`src/rtl/mac_pkg.sv`:
```
// Shared types for the MAC tx bus: receiver FSM states, FIFO entry layout and byte-lane legality.
package mac_pkg;

  typedef enum logic [1:0] {
    IDLE,
    RECV,
    DROP
  } rx_state_e;

  typedef struct packed {
    logic [31:0] data;
    logic [3:0]  keep;
    logic        eop;
  } rx_entry_t;

  localparam logic [3:0] KEEP_1B = 4'b0001;
  localparam logic [3:0] KEEP_2B = 4'b0011;
  localparam logic [3:0] KEEP_3B = 4'b0111;
  localparam logic [3:0] KEEP_4B = 4'b1111;

  // Partial patterns are only legal on the last beat; that ordering rule is enforced by the caller.
  function automatic logic keep_legal(input logic [3:0] keep);
    return keep inside {KEEP_1B, KEEP_2B, KEEP_3B, KEEP_4B};
  endfunction

endpackage

```
`src/rtl/mac_rx_fifo_ram.sv`:
```
// Frame buffer storage: DEPTH entries of rx_entry_t, one synchronous write port, one async read port.
module mac_rx_fifo_ram
  import mac_pkg::*;
#(
  parameter int unsigned DEPTH = 64,
  localparam int unsigned AW   = $clog2(DEPTH)
) (
  input  logic          clk,
  input  logic          wr_en,
  input  logic [AW-1:0] wr_addr,
  input  rx_entry_t     wr_entry,
  input  logic [AW-1:0] rd_addr,
  output rx_entry_t     rd_entry
);

  rx_entry_t mem [DEPTH];

  always_ff @(posedge clk) begin
    if (wr_en) mem[wr_addr] <= wr_entry;
  end

  assign rd_entry = mem[rd_addr];

endmodule

```
`src/rtl/mac_frame_receiver.sv`:
```
// Store-and-forward MAC tx-bus receiver: only complete, well-formed frames reach the output stream.
// Optional statistics counters (frame_cnt/drop_cnt) are enabled by defining MAC_RX_STATS_EN.
module mac_frame_receiver
  import mac_pkg::*;
#(
  parameter int unsigned DEPTH = 64,
  parameter int unsigned CNT_W = 16
) (
  input  logic             clk,
  input  logic             rst,
  input  logic             tx_frame,
  input  logic [3:0]       tx_valid,
  input  logic [31:0]      tx_data,
`ifdef MAC_RX_STATS_EN
  output logic [CNT_W-1:0] frame_cnt,
  output logic [CNT_W-1:0] drop_cnt,
`endif
  output logic             out_valid,
  input  logic             out_ready,
  output logic [31:0]      out_data,
  output logic [3:0]       out_keep,
  output logic             out_sop,
  output logic             out_eop
);

  localparam int unsigned     AW      = $clog2(DEPTH);
  localparam int unsigned     PW      = AW + 1;
  localparam logic [PW-1:0]   DEPTH_P = PW'(DEPTH);

  rx_state_e     state, state_nxt;
  logic [PW-1:0] wr_ptr, rd_ptr, commit_ptr;
  logic          hold_valid;
  logic [31:0]   hold_data;
  logic [3:0]    hold_keep;

  logic          data_beat, beat_bad, full, pop;
  logic          wr_en, wr_eop, hold_load, do_commit, do_rewind;
  rx_entry_t     wr_entry, rd_entry;

  assign data_beat = tx_frame && (tx_valid != '0);
  assign beat_bad  = !keep_legal(tx_valid) || (hold_valid && (hold_keep != KEEP_4B));
  assign full      = (wr_ptr - rd_ptr) == DEPTH_P;
  assign out_valid = rd_ptr != commit_ptr;
  assign pop       = out_valid && out_ready;

  // The held beat is only written once its successor (or frame end) decides its eop flag.
  always_comb begin
    state_nxt = state;
    wr_en     = 1'b0;
    wr_eop    = 1'b0;
    hold_load = 1'b0;
    do_commit = 1'b0;
    do_rewind = 1'b0;
    case (state)
      IDLE, RECV: begin
        if (tx_frame) begin
          state_nxt = RECV;
          if (data_beat) begin
            if (beat_bad || (hold_valid && full)) begin
              state_nxt = DROP;
            end else begin
              wr_en     = hold_valid;
              hold_load = 1'b1;
            end
          end
        end else if (state == RECV) begin
          state_nxt = IDLE;
          if (hold_valid) begin
            if (full) begin
              do_rewind = 1'b1;
            end else begin
              wr_en     = 1'b1;
              wr_eop    = 1'b1;
              do_commit = 1'b1;
            end
          end
        end
      end
      DROP: begin
        if (!tx_frame) begin
          state_nxt = IDLE;
          do_rewind = 1'b1;
        end
      end
      default: state_nxt = IDLE;
    endcase
  end

  always_ff @(posedge clk or negedge rst) begin
    if (!rst) begin
      state      <= IDLE;
      wr_ptr     <= '0;
      rd_ptr     <= '0;
      commit_ptr <= '0;
      hold_valid <= 1'b0;
      hold_data  <= '0;
      hold_keep  <= '0;
      out_sop    <= 1'b1;
    end else begin
      state <= state_nxt;
      if (do_rewind) begin
        wr_ptr <= commit_ptr;
      end else if (wr_en) begin
        wr_ptr <= wr_ptr + PW'(1);
      end
      if (do_commit) commit_ptr <= wr_ptr + PW'(1);
      if (hold_load) begin
        hold_valid <= 1'b1;
        hold_data  <= tx_data;
        hold_keep  <= tx_valid;
      end else if (do_commit || do_rewind) begin
        hold_valid <= 1'b0;
      end
      if (pop) begin
        rd_ptr  <= rd_ptr + PW'(1);
        out_sop <= rd_entry.eop;
      end
    end
  end

  assign wr_entry = '{data: hold_data, keep: hold_keep, eop: wr_eop};

  mac_rx_fifo_ram #(
    .DEPTH(DEPTH)
  ) u_ram (
    .clk     (clk),
    .wr_en   (wr_en),
    .wr_addr (wr_ptr[AW-1:0]),
    .wr_entry(wr_entry),
    .rd_addr (rd_ptr[AW-1:0]),
    .rd_entry(rd_entry)
  );

  assign out_data = rd_entry.data;
  assign out_keep = rd_entry.keep;
  assign out_eop  = rd_entry.eop;

`ifdef MAC_RX_STATS_EN
  always_ff @(posedge clk or negedge rst) begin
    if (!rst) begin
      frame_cnt <= '0;
      drop_cnt  <= '0;
    end else begin
      if (do_commit && (frame_cnt != '1)) frame_cnt <= frame_cnt + CNT_W'(1);
      if (do_rewind && (drop_cnt != '1))  drop_cnt  <= drop_cnt + CNT_W'(1);
    end
  end
`endif

endmodule

```
`config.mk`:
```
export PLATFORM = sky130hd
export DESIGN_NAME = mac_frame_receiver
export DESIGN_NICKNAME = d
export VERILOG_FILES = /design/src/rtl/mac_pkg.sv /design/src/rtl/mac_rx_fifo_ram.sv /design/src/rtl/mac_frame_receiver.sv
export SDC_FILE = /design/constraint.sdc
export NUM_CORES = 2
export LEC_CHECK = 0
export ABC_CLOCK_PERIOD_IN_PS = 6650
export CELL_PAD_IN_SITES_DETAIL_PLACEMENT = 1
export CELL_PAD_IN_SITES_GLOBAL_PLACEMENT = 1
export CORE_ASPECT_RATIO = 2
export CORE_MARGIN = 2
export CORE_UTILIZATION = 56
export CTS_BUF_LIST = sky130_fd_sc_hd__clkbuf_16
export CTS_CLUSTER_SIZE = 28
export DETAILED_ROUTE_END_ITERATION = 8
export GPL_TIMING_DRIVEN = 0
export HOLD_SLACK_MARGIN = 0.03
export PLACE_DENSITY = 0.78
export SLEW_MARGIN = 25
export SYNTH_ARGS = -nofsm -noshare
export SYNTH_HDL_FRONTEND = slang
export SYNTH_SLANG_ARGS = --single-unit
```
`constraint.sdc`:
```
create_clock -name clk -period 6.65 [get_ports clk]
set_input_delay 0.665 -clock clk [delete_from_list [all_inputs] [get_ports clk]]
set_output_delay 0.665 -clock clk [all_outputs]
set_load 0.01 [all_outputs]
```
==> flow_summary_export.csv <==
group,metric,value,unit
outcome,status,"finished with violations",
outcome,violations,"negative setup slack",
routing,drt-initial-drc-count,8371,
floorplanning,core-area,0.167,mm2
yosys,synth.largest_area_cell,"edfxtp_1",
clock_network,cts_num_sinks,2429,
global_route,grt_usage,0.386,
min_path,worst_hold_path_type,"input pin to asynchronous set/reset pin",
timing,period_share,1.01,
global_route,grt_pass1_wl,446000,um
routing,vias,52900,
yosys,syn_nets,4602,
yosys,ys_ff_latch,2429,
timing,slew_violations,0,
timing,setup_slack,-51.2,ps
floorplanning,start_util,0.564,
critical_path,worstSetupPathType,"flop to primary output",
yosys,yosys.area.top_type_share,0.757,
finish,drive_above_1_share,0.245,
finish,stdcell_count,7321,
global_route,grt_antenna_before_repair,22,
routing,met1_length,97400,um
timing,slew_headroom,0.199,
global_route,grt_start_max_net_pins,67,
routing,dr_wl_met2,162000,um
placed_design,dp_cells,6936,
critical_path,critPathLaunchType,"flop",
routing,firstDrtPassIters,6,
global_route,grt_pass1_vias,55500,
pwr,power.leakage,0.0351,uW
clock_network,cts-root-buf,"clkbuf_16",
timing,max_freq,149,MHz
placed_design,io_buffers,78,
clock_network,clock_path_buffers,4,
finish,finalNetCount,5066,
placed_design,dpl.hpwl,215000,um
floorplanning,die-area,0.171,mm2
pwr,ir_worst_vdd,637,uV
clock_network,insertion_delay,890,ps
routing,wire_per_inst,44.3,um
yosys,synth_edf_count,2368,
yosys,synth_area_leaders,"edfxtp_1, mux4_2, mux2i_1",
yosys,yosysSeqAreaShare,0.774,
floorplanning,fp-row-count,212,
timing,finClkSkew,44.8,ps
clock_network,htreeDepth,4,
critical_path,cp-end-kind,"primary output",
finish,area.growth.synth_to_final,15.6,%
placed_design,place_ws,-138,ps
routing,wl_met3,33900,um
run,maxCapViolCount,0,
timing,setup_viol,3,
timing,hold_viol,0,
yosys,ys_async_sr_fraction,0.0251,
critical_path,worst-path-max-fanout,10,
floorplanning,die_y,583,um
routing,vias_per_cell,7.22,
placed_design,gp_congestion,0.910,
critical_path,worstPathRequired,5980,ps
clock_network,cts_buffers,199,
routing,wl,324000,um
timing,fin_crit,6700,ps
routing,antenna_left,0,
floorplanning,die_width,294,um
yosys,synthCells,4554,
routing,highest_layer,"met5",
finish,fillers,13300,
yosys,yosysWarnings,0,
clock_network,clk_pin_slew,70,ps
yosys,synth_flop_cell,"edfxtp_1",
timing,worstMarginPinSlew,1200,ps
routing,drt_drc_violations_left,0,
pwr,power_density,457,mW/mm2
yosys,synth_area_per_cell,20.6,um2
yosys,synth_area,0.0939,mm2
critical_path,critPathArrivalTime,6040,ps
timing,rsz0062_at_grt,"no",
yosys,synth_cell_type_count,67,
floorplanning,io_pins,79,
clock_network,tritoncts,"done",
global_route,grt_overflow,0,
## metal layers
layer | track usage | vias up
met5 | 0 | -
met1 | 0.422 | 27200
met3 | 0.105 | 1411
met2 | 0.642 | 4575
li1 | - | 19700
met4 | 0.290 | 18
## cell usage in the layout, fill, tap and decap left out, types with 17 or more instances in the layout
cell type | synthesis | routed
clkinv_2 | 0 | 32
nor3_1 | 38 | 37
clkbuf_16 | 0 | 204
a31oi_1 | 52 | 52
dfrtp_1 | 60 | 24
o22ai_1 | 35 | 35
buf_16 | 0 | 79
nand3_1 | 111 | 110
o2111ai_1 | 35 | 35
nor2_1 | 92 | 35
mux4_2 | 511 | 511
clkinv_1 | 2 | 43
dfrtp_4 | 0 | 22
edfxtp_1 | 2368 | 2368
a22oi_1 | 34 | 34
buf_4 | 44 | 62
nor2_4 | 0 | 64
o21ai_0 | 47 | 47
bufinv_16 | 0 | 24
nand2_1 | 360 | 360
mux2i_1 | 220 | 220
clkbuf_1 | 123 | 91
inv_1 | 7 | 33
a21oi_1 | 66 | 66
clkdlybuf4s50_1 | 0 | 77
buf_2 | 55 | 59
buf_12 | 0 | 86
mux2_1 | 30 | 30
a221oi_1 | 17 | 17
buf_1 | 28 | 20
nor2b_1 | 20 | 20
and3_1 | 42 | 42
clkbuf_2 | 0 | 35
## synthesized netlist by cell type (all sizes together) (5+ instances only)
cell     number
dfrtp        60
a311oi        8
and2          5
mux2         44
nand3       111
and3         42
nand2b        5
xor2          7
buf         137
o2111ai      35
o211ai        7
a31oi        52
nand2       360
nor2        100
a221oi       17
o22ai        35
nand4         5
nor2b        20
a32oi        11
edfxtp     2368
or4           5
inv          10
clkbuf      123
mux4        511
ha            8
nor3         38
xnor2        14
o21ai        51
a22oi        34
a21oi        66
mux2i       220
## state kept, by name, indices dropped and copies added, names as in the netlist
signal	flops
commit_ptr	7
out_sop	1
wr_ptr	7
hold_keep	4
hold_data	32
rd_ptr	7
hold_valid	1
state	2
u_ram.mem	2368
## critical path: stages, from the launching register on
cell	delay (ps)
dfrtp_1	440
buf_2	380
buf_2	440
buf_2	530
buf_2	460
clkbuf_1	740
nand2_1	160
a311oi_1	990
a21oi_1	80
o21ai_1	280
clkdlybuf4s50_1	620
## kinds of logic (layout without fill, tap and decap cells)
kind of cell	Yosys count	count (layout)	share of synthesized area
flip-flops	2429	2429	0.774
multiplexers	775	775	0.151
AND/OR/NAND/NOR	713	713	0.0341
AO/OA/AOI/OAI	336	336	0.0239
buffers and inverters	272	885	0.0142
XOR/XNOR	21	21	0.00196
adder cells (fa/ha/maj)	8	8	0.00107
other	0	14	0
## power by group
| group | total (uW) | switching [uW] | leakage, uW | internal, uW |
|---|---|---|---|---|
| Combinational | 17500 | 11800 | 0.00965 | 5750 |
| Clock | 12000 | 5550 | 0.00323 | 6500 |
| Sequential | 20100 | 1010 | 0.0222 | 19100 |
## area by class of cell
class | count | area [um2] | area share
clock inverters | 146 | 1320 | 0.0121
well taps | 2140 | 2680 | 0.0247
plain buffers | 260 | 1340 | 0.0123
inverters | 12 | 47.5 | 0.000438
clock buffers | 204 | 5100 | 0.0470
flip-flops and latches | 2429 | 72700 | 0.670
diodes | 14 | 35.0 | 0.000323
repair buffers | 263 | 4840 | 0.0446
multi-input cells | 1853 | 20400 | 0.188
## final timing paths
check / end / startpoint / slack (ps) / depth (start not counted)
max: out_keep[0] / rd_ptr[2]$_DFFE_PN0P_ / -50 / 10
min: hold_data[6]$_DFFE_PN0P_ / rst / 230 / 2
max reg2reg: u_ram.mem[44][17]$_DFFE_PP_ / rd_ptr[5]$_DFFE_PN0P_ / 10 / 15
min reg2reg: rd_ptr[6]$_DFFE_PN0P_ / rd_ptr[6]$_DFFE_PN0P_ / 580 / 1
max in group asynchronous: hold_keep[3]$_DFFE_PN0P_ / rst / 5860 / 3
min in group clk: hold_data[4]$_DFFE_PN0P_ / tx_data[4] / 420 / 2
## stage by stage
| stage | TNS [ps] | util | hold slack (ps) | power (uW) | cell area, um2 |
|---|---|---|---|---|---|
| 2_1_floorplan | 0 | - | 369 | 28600 | 93900 |
| 3_3_place_gp | -6067110 | 0.584 | 536 | 35700 | 97400 |
| 3_5_place_dp | -8930 | 0.611 | 523 | 37000 | 102000 |
| 4_1_cts | 0 | 0.650 | 166 | 48900 | 108000 |
| 5_1_grt | 0 | 0.651 | 225 | 50300 | 109000 |
| 6_report | -88.2 | 0.651 | 229 | 49600 | 109000 |
## repair_timing
item                                   in CTS  in global routing
endpoints found under the hold margin      60                  0
gates resized for setup                     0                  5
hold buffers                                1                  0
pin swaps                                   5                  3
setup endpoints to repair                 220                133
buffers inserted                           10                  9
No activity file was read; power rests on OpenSTA's default activity.
